File: src/rtl/dma_bus_arbiter.sv
// dma_bus_arbiter: shares the external bus between the 8227 core and a memory-to-memory DMA engine
module dma_bus_arbiter #(
  parameter int LEN_W = 8,
  parameter int GAP_CYCLES = 0
) (
  input  logic             clk,
  input  logic             nrst,
  input  logic             mem_ready,
  input  logic [7:0]       cpu_addr_hi,
  input  logic [7:0]       cpu_addr_lo,
  input  logic [7:0]       cpu_data_out,
  input  logic             cpu_rnw,
  output logic             cpu_ready,
  output logic [7:0]       ext_addr_hi,
  output logic [7:0]       ext_addr_lo,
  output logic [7:0]       ext_data_out,
  output logic             ext_rnw,
  input  logic [7:0]       ext_data_in,
  input  logic             dma_start,
  input  logic [15:0]      dma_src,
  input  logic [15:0]      dma_dst,
  input  logic [LEN_W-1:0] dma_len,
  output logic             dma_busy,
  output logic             dma_done
);
  localparam int GW = $clog2(GAP_CYCLES + 2);
  typedef enum logic [2:0] {IDLE, REQ, RD, WR, GAP} state_t;
  state_t state;
  logic hold;
  logic [15:0] cur_src, cur_dst, dma_addr;
  logic [LEN_W:0] remaining;
  logic [GW-1:0] gap_cnt;
  logic [7:0] data_buf;
  logic dma_own;
  always_comb begin
    dma_own = state == RD || state == WR;
    dma_addr = state == RD ? cur_src : cur_dst;
    cpu_ready = mem_ready & ~hold;
    ext_addr_hi = dma_own ? dma_addr[15:8] : cpu_addr_hi;
    ext_addr_lo = dma_own ? dma_addr[7:0] : cpu_addr_lo;
    ext_data_out = state == WR ? data_buf : cpu_data_out;
    ext_rnw = dma_own ? state == RD : cpu_rnw;
  end
  always_ff @(posedge clk or negedge nrst)
    if (!nrst) begin
      state <= IDLE;
      hold <= 1'b0;
      dma_busy <= 1'b0;
      dma_done <= 1'b0;
      cur_src <= '0;
      cur_dst <= '0;
      remaining <= '0;
      gap_cnt <= '0;
      data_buf <= '0;
    end else begin
      dma_done <= 1'b0;
      case (state)
        IDLE: if (dma_start) begin
          cur_src <= dma_src;
          cur_dst <= dma_dst;
          remaining <= dma_len == '0 ? {1'b1, {LEN_W{1'b0}}} : {1'b0, dma_len};
          hold <= 1'b1;
          dma_busy <= 1'b1;
          state <= REQ;
        end
        REQ: if (cpu_rnw && hold && mem_ready) state <= RD;
        RD: if (mem_ready) begin
          data_buf <= ext_data_in;
          cur_src <= cur_src + 16'd1;
          state <= WR;
        end
        WR: if (mem_ready) begin
          cur_dst <= cur_dst + 16'd1;
          remaining <= remaining - 1'b1;
          if (remaining == {{LEN_W{1'b0}}, 1'b1}) begin
            hold <= 1'b0;
            dma_busy <= 1'b0;
            dma_done <= 1'b1;
            state <= IDLE;
          end else if (GAP_CYCLES == 0) state <= RD;
          else begin
            hold <= 1'b0;
            gap_cnt <= GW'(GAP_CYCLES);
            state <= GAP;
          end
        end
        GAP: if (gap_cnt == GW'(1)) begin
          hold <= 1'b1;
          state <= REQ;
        end else gap_cnt <= gap_cnt - 1'b1;
        default: state <= IDLE;
      endcase
    end
endmodule

File: config.mk
export PLATFORM = sky130hd
export DESIGN_NAME = dma_bus_arbiter
export DESIGN_NICKNAME = d
export VERILOG_FILES = /design/src/rtl/dma_bus_arbiter.sv
export SDC_FILE = /design/constraint.sdc
export NUM_CORES = 1
export LEC_CHECK = 0
export ABC_CLOCK_PERIOD_IN_PS = 4900
export CAP_MARGIN = 20
export CORE_MARGIN = 2
export CORE_UTILIZATION = 25
export CTS_CLUSTER_DIAMETER = 30
export DETAILED_ROUTE_END_ITERATION = 10
export HOLD_SLACK_MARGIN = 0.12
export PLACE_DENSITY_LB_ADDON = 0.05
export REMOVE_ABC_BUFFERS = 1
export SLEW_MARGIN = 20
export SYNTH_ARGS = -nofsm -noshare
export SYNTH_HDL_FRONTEND = slang
export SYNTH_SLANG_ARGS = --single-unit
File: constraint.sdc
create_clock -name clk -period 4.9 [get_ports clk]
set_clock_uncertainty 0.1 [all_clocks]
set_input_delay 0.98 -clock clk [delete_from_list [all_inputs] [get_ports clk]]
set_output_delay 0.98 -clock clk [all_outputs]
set_load 0.005 [all_outputs]
==> results.sh <==
export IMPL_yosys_area_top_type="dfrtp_1"
export IMPL_max_slew_margin_pct=37.1
export IMPL_worst_pin_slew_ns=0.943
export IMPL_drcViolationCount=0
export IMPL_synthCells=440
export IMPL_criticalPathCategory="flip-flop to output port"
export IMPL_worstSetupStartpointType="flip-flop"
export IMPL_clkPwrFrac_pct=12.0
export IMPL_ys_types=60
export IMPL_holdWs_ns=0.405
export IMPL_root_buffer="clkbuf_16"
export IMPL_outcome="finished, final reports clean"
export IMPL_drt_initial_drc_count=216
export IMPL_cp_arrival_ns=2.65
export IMPL_share_seq_of_total_power_pct=29.6
export IMPL_p_per_area_nw_per_um2=640
export IMPL_p_comb_share_pct=58.4
export IMPL_max_cap_violations=0
export IMPL_final_util_pct=34.3
export IMPL_vdd_drop_max_mv=0.220
export IMPL_antenna_found_initial=0
export IMPL_synth_top_family_by_area="simple AND/OR/NAND/NOR gates"
export IMPL_first_global_vias=3889
export IMPL_async_flop_share_pct=100
export IMPL_grt_use_met3_pct=3.67
export IMPL_end_kind="output port"
export IMPL_grt_ovfl_total=0
export IMPL_grt_pass1_wl_um=22100
export IMPL_yosys_warnings=0
export IMPL_min_path_type="flip-flop to flip-flop"
export IMPL_insertion_delay_ns=0.31
export IMPL_synthMostInstantiatedCell="dfrtp_1"
export IMPL_synthMuxAreaShare_pct=12.4
export IMPL_syn_to_final_growth_pct=34.5
export IMPL_dieArea_um2=16400
export IMPL_synth_edf_count=0
export IMPL_synth_top_area_share_pct=34.4
export IMPL_clock_sinks=53
export IMPL_cts_setup_buffers=0
export IMPL_fin_ws_ns=1.17
export IMPL_ys_ff_latch=53
export IMPL_h_tree_depth=2
export IMPL_die_h_um=128
export IMPL_hold_buffers=0
export IMPL_cts_resized_gates=0
export IMPL_synth_area_leaders="dfrtp_1, mux2i_1, mux2_2, nand2_1, o21ai_0"
export IMPL_fin_setup_tns_ns=0
export IMPL_dr_pass1_iters=4
export IMPL_critical_path_max_fanout=33
export IMPL_start_util_pct=25.5
export IMPL_io_buffers=104
export IMPL_ios=105
export IMPL_switchingPower_mw=1.53
export IMPL_fmax_mhz=268
export IMPL_cts_buffer_depth=2
export IMPL_pre_cts_slack_ns=1.31
export IMPL_synth_common_cells="dfrtp_1, nand2_1, o21ai_0, a21oi_1, nand3_1"
export IMPL_p_leak_nw=1.98
export IMPL_wl_per_cell_um=19.7
export IMPL_grt_busiest_layer="met2"
export IMPL_vias_per_cell=5.38
export IMPL_p_int_mw=1.79
export IMPL_core_um2=15100
export IMPL_fin_crit_ns=3.73
export IMPL_numCtsBuffers=5
export IMPL_fin_crit_sh_pct=76.1
export IMPL_grt_max_degree=54
export IMPL_synth_compound_area_share_pct=19.8
export IMPL_num_rows=45
export IMPL_gp_congestion=0.823
export IMPL_fin_nets=609
export IMPL_maxSlewViolCount=0
export IMPL_post_synth_cell_area_avg_um2=8.77
export IMPL_setup_violations=0
export IMPL_antenna_cells=0
export IMPL_gr_usage_met1_pct=24.5
export IMPL_dpl_hpwl_um=10000
export IMPL_required_ns=3.82
export IMPL_hold_viol=0
export IMPL_met2_usage_pct=27.2
export IMPL_swShare_pct=46.2
export IMPL_mappedNetlistArea_um2=3860
export IMPL_synthXorXnorAreaFrac_pct=0
export IMPL_synth_simple_gate_area_share_pct=25.8
export IMPL_drive_above_1_share_pct=9.71
export IMPL_rsz0062_at_grt="false"
export IMPL_dr_total_vias=3835
export IMPL_grt_use_total_pct=17.4
export IMPL_fp_dieW_um=128
export IMPL_synth_main_ff_cell="dfrtp_1"
export IMPL_cts_tree="built"
export IMPL_wirelength_um=14100
export IMPL_ant_nets=0
export IMPL_path_clk_slew_ns=0.08
export IMPL_synth_adder_area_share_pct=2.59
export IMPL_synth_seq_area_share_pct=34.4
logic make-up after synthesis:
kind of cell	Yosys count
flip-flops	53
multiplexers	45
adder cells (fa/ha/maj)	8
buffers and inverters	46
AO/OA/AOI/OAI	116
AND/OR/NAND/NOR	172
layout by cell type (no fill, tap or decap), types with 3 or more instances in the layout:
| cell | count |
|---|---|
| nand2b_1 | 5 |
| nand3_1 | 28 |
| clkdlybuf4s50_1 | 103 |
| a21boi_0 | 3 |
| o21ai_0 | 29 |
| nand2_1 | 44 |
| nand4_1 | 18 |
| a2bb2oi_1 | 8 |
| o22ai_1 | 15 |
| buf_4 | 7 |
| mux2i_1 | 27 |
| and3_1 | 6 |
| clkbuf_16 | 5 |
| mux2_2 | 16 |
| a21oi_1 | 28 |
| nand4b_1 | 5 |
| a41oi_1 | 4 |
| nor2b_1 | 3 |
| inv_1 | 12 |
| nor4_2 | 4 |
| ha_1 | 7 |
| and4_1 | 5 |
| dfrtp_1 | 53 |
| a221o_1 | 5 |
| nor4_1 | 3 |
| nor3_1 | 10 |
| nor2_1 | 21 |
routing by layer:
| layer | part of all wire, % | wire (µm) |
|---|---|---|
| met5 | 0 | 0 |
| met4 | 1.3 | 179 |
| met3 | 5.4 | 764 |
| met2 | 45 | 6270 |
| met1 | 49 | 6840 |
final timing paths:
path,slack (ns),depth (start not counted),startpoint,end
max,1.17,5,state[0],ext_addr_hi[6]
min,0.41,1,data_buf[3],data_buf[3]
max reg2reg,1.86,6,state[0],cur_dst[7]
min reg2reg,0.41,1,data_buf[3],data_buf[3]
max in group asynchronous,3.45,2,nrst,cur_src[8]
min in group asynchronous,0.71,2,nrst,cur_dst[8]
sequential cells by signal, summed over array words and instances, names as in the netlist:
| signal | flops |
|---|---|
| remaining | 9 |
| cur_src | 16 |
| state | 2 |
| dma_done | 1 |
| data_buf | 8 |
| hold | 1 |
| cur_dst | 16 |
power groups by stage:
stage                     Sequential, mW  Clock, mW  Combinational, mW
after CTS                          0.982      0.416               1.96
after global placement             0.985          0               1.94
final                              0.984      0.397               1.94
after global routing                1.02      0.429               2.16
after floorplan                    0.872          0               1.23
after detailed placement           0.988          0               1.95
worst max-delay path, stage by stage, from the launching register on:
cell             delay, ns
dfrtp_1               0.39
ha_2                  0.50
buf_4                 0.48
mux2i_1               0.34
a21boi_0              0.14
clkdlybuf4s50_1       0.48
through the flow:
step	std cells	cell area, µm²	power, mW
final	713	5190	3.32
after global routing	713	5190	3.61
after CTS	713	5190	3.36
after detailed placement	705	5030	2.94
after global placement	705	5030	2.92
after floorplan	406	3700	2.10
layout make-up:
cell class	instances	area, µm²
Sequential cell	53	1330
Clock inverter	2	17.5
Multi-Input combinational cell	341	2340
Inverter	12	45.0
Timing Repair Buffer	111	1090
Tap cell	188	235
Clock buffer	6	139
Fill cell	1591	9960
(Power assumes the default switching activity.)
